File: src/rtl/bram_playback_pkg.sv
// Shared FSM encoding and drain-length derivation for the BRAM playback reader.
// Pure constants and one helper function; no logic, no latency, no flow control.
package bram_playback_pkg;

  typedef logic [1:0] state_t;

  localparam state_t ST_IDLE  = 2'd0;
  localparam state_t ST_RUN   = 2'd1;
  localparam state_t ST_DRAIN = 2'd2;

  // Wide enough to count a drain of READ_LATENCY+1 cycles for latencies up to 7.
  localparam int DRAIN_CNT_W = 3;

  // The last read issued needs READ_LATENCY BRAM clocks plus the dout register.
  function automatic int drain_cycles(input int read_latency);
    return read_latency + 1;
  endfunction

endpackage

File: src/rtl/bram_playback_reader_if.sv
// BRAM read port plus the registered sample stream of the playback reader.
// master = the reader (drives address/enable and the sample stream); slave = BRAM and sample consumer.
interface bram_playback_reader_if #(
  parameter int DATA_WIDTH = 32
);
  logic [31:0]           bram_addr;
  logic                  bram_en;
  logic [DATA_WIDTH-1:0] bram_rddata;
  logic [DATA_WIDTH-1:0] dout;
  logic                  dout_valid;

  modport master (
    output bram_addr,
    output bram_en,
    input  bram_rddata,
    output dout,
    output dout_valid
  );

  modport slave (
    input  bram_addr,
    input  bram_en,
    output bram_rddata,
    input  dout,
    input  dout_valid
  );
endinterface

File: src/rtl/bram_playback_reader_valid_delay_line.sv
// Shift register tracking which cycles carry a live BRAM read; DEPTH clocks from vld_i to vld_o.
// capture_o fires one clock earlier so the data register loads on the edge vld_o rises. No backpressure.
module valid_delay_line #(
  parameter int DEPTH = 3
) (
  input  logic clk,
  input  logic rst,
  input  logic vld_i,
  output logic capture_o,
  output logic vld_o
);

  logic [DEPTH-1:0] pipe_q;

  always_ff @(posedge clk or posedge rst) begin
    if (rst) begin
      pipe_q <= '0;
    end else begin
      pipe_q <= {pipe_q[DEPTH-2:0], vld_i};
    end
  end

  assign capture_o = pipe_q[DEPTH-2];
  assign vld_o     = pipe_q[DEPTH-1];

endmodule

File: src/rtl/bram_playback_reader.sv
// Streams a BRAM buffer out word by word on trig; dout_valid lags bram_en by READ_LATENCY+1 clocks.
// clken stalls address issue only; in-flight reads always complete, so stalls become valid gaps.
module bram_playback_reader
  import bram_playback_pkg::*;
#(
  parameter int COUNT_WIDTH  = 13,
  parameter int DATA_WIDTH   = 32,
  parameter int READ_LATENCY = 2
) (
  input  logic                    clk,
  input  logic                    rst,
  input  logic                    clken,
  input  logic                    trig,
  input  logic                    continuous,
  input  logic                    stop,
  bram_playback_reader_if.master  bus,
  output logic                    busy,
  output logic                    done
);

  localparam int                     DRAIN_LEN  = drain_cycles(READ_LATENCY);
  localparam logic [DRAIN_CNT_W-1:0] DRAIN_LAST = DRAIN_CNT_W'(DRAIN_LEN - 1);
  localparam logic [COUNT_WIDTH-1:0] COUNT_MAX  = '1;

  state_t                  state_q, state_d;
  logic [COUNT_WIDTH-1:0]  count_q, count_d;
  logic [DRAIN_CNT_W-1:0]  drain_q, drain_d;
  logic                    trig_q;
  logic                    armed_q;
  logic                    done_q, done_d;
  logic [DATA_WIDTH-1:0]   dout_q;

  logic                    trig_rise;
  logic                    bram_en;
  logic                    capture;
  logic                    dout_vld;

  // armed_q blocks a trig that was already high when reset released.
  assign trig_rise = trig & ~trig_q & armed_q;
  assign bram_en   = (state_q == ST_RUN) & clken;

  always_comb begin
    state_d = state_q;
    count_d = count_q;
    drain_d = drain_q;
    done_d  = 1'b0;
    case (state_q)
      ST_IDLE: begin
        if (trig_rise && !done_q) begin
          state_d = ST_RUN;
          count_d = '0;
        end
      end
      ST_RUN: begin
        if (clken) begin
          if (count_q == COUNT_MAX && !(continuous && !stop)) begin
            state_d = ST_DRAIN;
            drain_d = '0;
          end else begin
            count_d = count_q + 1'b1;
          end
        end
      end
      ST_DRAIN: begin
        if (drain_q == DRAIN_LAST) begin
          state_d = ST_IDLE;
          done_d  = 1'b1;
        end else begin
          drain_d = drain_q + 1'b1;
        end
      end
      default: begin
        state_d = ST_IDLE;
      end
    endcase
  end

  always_ff @(posedge clk or posedge rst) begin
    if (rst) begin
      state_q <= ST_IDLE;
      count_q <= '0;
      drain_q <= '0;
      trig_q  <= 1'b0;
      armed_q <= 1'b0;
      done_q  <= 1'b0;
      dout_q  <= '0;
    end else begin
      state_q <= state_d;
      count_q <= count_d;
      drain_q <= drain_d;
      trig_q  <= trig;
      armed_q <= armed_q | ~trig;
      done_q  <= done_d;
      if (capture) begin
        dout_q <= bus.bram_rddata;
      end
    end
  end

  valid_delay_line #(
    .DEPTH (DRAIN_LEN)
  ) u_valid_delay (
    .clk       (clk),
    .rst       (rst),
    .vld_i     (bram_en),
    .capture_o (capture),
    .vld_o     (dout_vld)
  );

  assign bus.bram_addr  = 32'(count_q) << 2;
  assign bus.bram_en    = bram_en;
  assign bus.dout       = dout_q;
  assign bus.dout_valid = dout_vld;
  assign busy           = (state_q != ST_IDLE);
  assign done           = done_q;

endmodule

File: src/flat_wrapper.sv
// flat-port wrapper written by rule: the top's interface ports become plain ports
module bram_playback_reader_flat import bram_playback_pkg::*;
#(
  parameter int COUNT_WIDTH  = 13,
  parameter int DATA_WIDTH   = 32,
  parameter int READ_LATENCY = 2
)
  (clk, rst, clken, trig, continuous, stop, busy, done, bus_bram_addr, bus_bram_en, bus_bram_rddata, bus_dout, bus_dout_valid);
  bram_playback_reader_if #(.DATA_WIDTH(DATA_WIDTH)) bus_i ();
  input  logic clk;
  input  logic rst;
  input  logic clken;
  input  logic trig;
  input  logic continuous;
  input  logic stop;
  output logic busy;
  output logic done;
  output wire logic [$bits(bus_i.bram_addr)-1:0] bus_bram_addr;
  output wire logic [$bits(bus_i.bram_en)-1:0] bus_bram_en;
  input wire logic [$bits(bus_i.bram_rddata)-1:0] bus_bram_rddata;
  output wire logic [$bits(bus_i.dout)-1:0] bus_dout;
  output wire logic [$bits(bus_i.dout_valid)-1:0] bus_dout_valid;
  assign bus_bram_addr = bus_i.bram_addr;
  assign bus_bram_en = bus_i.bram_en;
  assign bus_i.bram_rddata = bus_bram_rddata;
  assign bus_dout = bus_i.dout;
  assign bus_dout_valid = bus_i.dout_valid;
  bram_playback_reader #(.COUNT_WIDTH(COUNT_WIDTH), .DATA_WIDTH(DATA_WIDTH), .READ_LATENCY(READ_LATENCY)) u_core (.clk(clk), .rst(rst), .clken(clken), .trig(trig), .continuous(continuous), .stop(stop), .bus(bus_i), .busy(busy), .done(done));
endmodule
File: config.mk
export PLATFORM = sky130hd
export DESIGN_NAME = bram_playback_reader_flat
export DESIGN_NICKNAME = d
export VERILOG_FILES = /design/src/rtl/bram_playback_pkg.sv /design/src/rtl/bram_playback_reader_if.sv /design/src/rtl/bram_playback_reader_valid_delay_line.sv /design/src/rtl/bram_playback_reader.sv /design/src/flat_wrapper.sv
export SDC_FILE = /design/constraint.sdc
export NUM_CORES = 1
export LEC_CHECK = 0
export CORE_MARGIN = 1
export CORE_UTILIZATION = 40
export DETAILED_ROUTE_END_ITERATION = 12
export PLACE_DENSITY = 0.78
export SYNTH_ARGS = -nofsm -noshare
export SYNTH_HDL_FRONTEND = slang
export SYNTH_SLANG_ARGS = --single-unit
export TNS_END_PERCENT = 100
File: constraint.sdc
create_clock -name clk -period 3.5 [get_ports clk]
set_input_delay 0.875 -clock clk [delete_from_list [all_inputs] [get_ports clk]]
set_output_delay 0.875 -clock clk [all_outputs]
set_load 0.1 [all_outputs]
==> impl_results.md <==
* Mean area per synthesized cell at 11.82 um2
* Post-CTS Setup Bufs at 0
* Final cell count without fillers at 387
* GRT overflow at 0
* Number of enable flip-flop cells after synthesis at 0
* Post-cts resize count at 0
* Synth Flop Type: dfrtp_1
* WP buf/inv at 3
* Post-synth ARST share at 100.0%
* Largest cells by area after synthesis: dfrtp_1 (53%), mux2_2 (14%), buf_4 (5.4%)
* CP max-delay cell: clkdlybuf4s50_1
* CTS buffer count at 5
* Design area at 0.003472 mm2
* Worst-path maximum fanout at 5
* Diodes inserted at 0
* ANT nets after route at 0
* Synth cell count leaders: dfrtp_1 (56), mux2_2 (33), buf_4 (19), nand2_1 (16)
* Largest stage delay, worst path at 0.52 ns
* Layout Skew at 0.009664 ns
* Hold path endpoint: u_core.u_valid_delay.pipe_q[1]
* FMAX at 355.2 MHz
* Multiplexer share of the synthesized area at between 10% and 20%
* Residual DRC at 0
* Starting Density at 41.52%
* Critical path, cell by cell: clkdlybuf4s50_1, nand3b_1, inv_1, buf_12
* Vias at 2013
* Syn Std Cell Area at about 0.0026 mm2
* WL final at 5.868 mm
* Synthesis-stage register bit count at 56
* Crit Path Class: in -> out
* WP data required at 2.62 ns
* Post-Syn Instances at between 200 and 250
* CTS tree: yes
* Die Y-Extent at 83.19 um
* Post-CTS Hold Buffers at 0
* Pwr/cell area at 848.3 mW/mm2
* Type of destination of the critical path: output pin
* Critical path arrival at ~1.9 ns
* Fin crit period at around 2.8 ns
* H-tree levels at 2
* Period utilization at 80.44%
* Worst min-delay path startpoint: u_core.u_valid_delay.pipe_q[0]
* Clk sinks at 56
* Fin util at 54.68%
* Post-Synth Simple-Gate Area at 11.58%
* Vias in the first global route at 1845
* Unrepaired setup endpoints after global routing: no
* Seq/Total Area, Yosys at 53.16%
* Worst VDD drop at 0.0005465 V
* Delay-heaviest family, CP: buffers and inverters
* Finish-stage setup viols at 0
* Register-to-Register Path Depth at 5
* Initial antenna violation count at 0
* Cell taking the most area after synthesis: dfrtp_1
* Root buf cell: clkbuf_8
* Placed cell count at about 380
* Area fraction of the dominant cell type after synthesis at between 50% and 60%
* Vias/cell at 5.202
* Slew @ Worst Pin at roughly 1.0 ns
* Fin nets at 350
* Final Hold Viols at 0
* I/O pins at between 100 and 150
* Die area at 0.006920 mm2
* P_leak at 1.550 nW
* Setup TNS at 0 ns
* HP Class: reg -> reg
* GRT Total Usage at 17.14%
* Worst R2R Setup Slack at 1.60 ns
* Slew HR at 29.88%
* Count leader, synth: dfrtp_1
* Synth Area in XOR/XNOR at 0%
* Routability congestion estimate at 0.7896
* FF-to-FF End: u_core.count_q[0]
* Clock transition at path regs at roughly 0.11 ns
* Max cap viols at 0
* Final max-slew violation count at 0
* Largest family of logic cells by synthesized area: multiplexers
* Area Growth Syn to Fin at 31.70%
* Post-DP HPWL at 4.074 mm
* Synth Area in Compound Gates at 10.44%
* Yosys cell types at 45
* Status: finished, final reports clean
* Layout cells sized above 1 at ~34%
* # port buffers at 86
* Core ar. at 0.006350 mm2
* Number of detailed-route iterations in the first pass at 4
* First-pass GRT wire length at roughly 9.5 mm
* Die Width at 83.19 um
* Critical Path Start Type: input port
* Placed Area at 0.003382 mm2
* Post-Synth Adder-Cell Area at 1.424%
* CTS max path bufs at 2
* Hold path depth at 0
* Avg WL per Cell at 15.16 um
* Num rows at 29
* Largest net degree at the start of global routing at 57
* Clk Latency, worst-skew pair at 0.31 ns
* Worst r2r src: u_core.count_q[1]
* Violation count after the first detailed-route iteration at 39
* Synthesis Warnings at 0
## through the flow
step                      worst slack (ns)  hold slack, ns  power, mW
after floorplan                     0.9691          0.3312      2.257
after global placement              0.7210          0.3489      2.578
after detailed placement            0.7210          0.3441      2.603
after CTS                           0.7030          0.3686      2.970
after global routing                0.6313          0.3798      3.075
final                               0.6844          0.3711      2.945
## layer usage
metal | global-route usage [%] | wire length [um] | vias up
met5 | 0 | 0 | -
met4 | 4.702 | 65 | 0
met3 | 4.473 | 568 | 6
met2 | 26.15 | 2580 | 115
met1 | 24.17 | 2654 | 958
li1 | - | - | 934
## where the power goes
group	leakage, nW	internal [mW]	total [mW]	switching (mW)
combinational	0.844	0.363	1.67	1.31
clock	0.0445	0.143	0.362	0.219
sequential	0.661	0.776	0.913	0.137
total	1.55	1.28	2.95	1.66
## cell usage in the layout (no fill, tap or decap), drive strengths merged, types with 3 or more instances in the layout
cell	Yosys	routed
nor4	3	3
inv	8	9
nand3	5	5
a31oi	4	4
nand2	16	16
o311ai	3	3
conb	1	19
nor2	3	3
nor3b	3	3
nand4	3	3
clkbuf	4	5
nor3	3	3
o21ai	12	12
buf	24	52
mux2	33	33
clkdlybuf4s50	0	37
nand3b	3	3
ha	3	3
nor2b	4	4
dfrtp	56	56
a21oi	10	10
## flip-flops by register name (all words and copies together), names as in the netlist
register	flops
u_core.state_q	2
u_core.done	1
u_core.trig_q	1
u_core.armed_q	1
u_core.drain_q	3
u_core.bus.dout	32
u_core.count_q	13
u_core.u_valid_delay.pipe_q	3
## kinds of logic (layout without fill, tap and decap cells)
family | after synthesis | after routing
mux | 35 | 35
simple gates | 50 | 50
compound gates | 42 | 42
buf+inv | 36 | 105
other cells | 1 | 19
fa+ha+maj | 3 | 3
flops | 56 | 56
## how the worst max path moves through the flow
stage / from / slack, ns / cells past startpoint / end
floorplan: clken / 0.97 / 2 / bus_bram_en
global placement: clken / 0.72 / 4 / bus_bram_en
detailed placement: clken / 0.72 / 4 / bus_bram_en
CTS: clken / 0.70 / 4 / bus_bram_en
global route: clken / 0.63 / 4 / bus_bram_en
finish: clken / 0.68 / 4 / bus_bram_en
## layout make-up
class | count | area (um2)
fillers | 561 | 2878
flip-flops and latches | 56 | 1401
multi-input cells | 149 | 1081
repair buffers | 89 | 773.2
well taps | 77 | 96.34
clock buffers | 5 | 68.82
inverters | 8 | 30.03
clock inverters | 3 | 21.27
(Power assumes the default switching activity.)
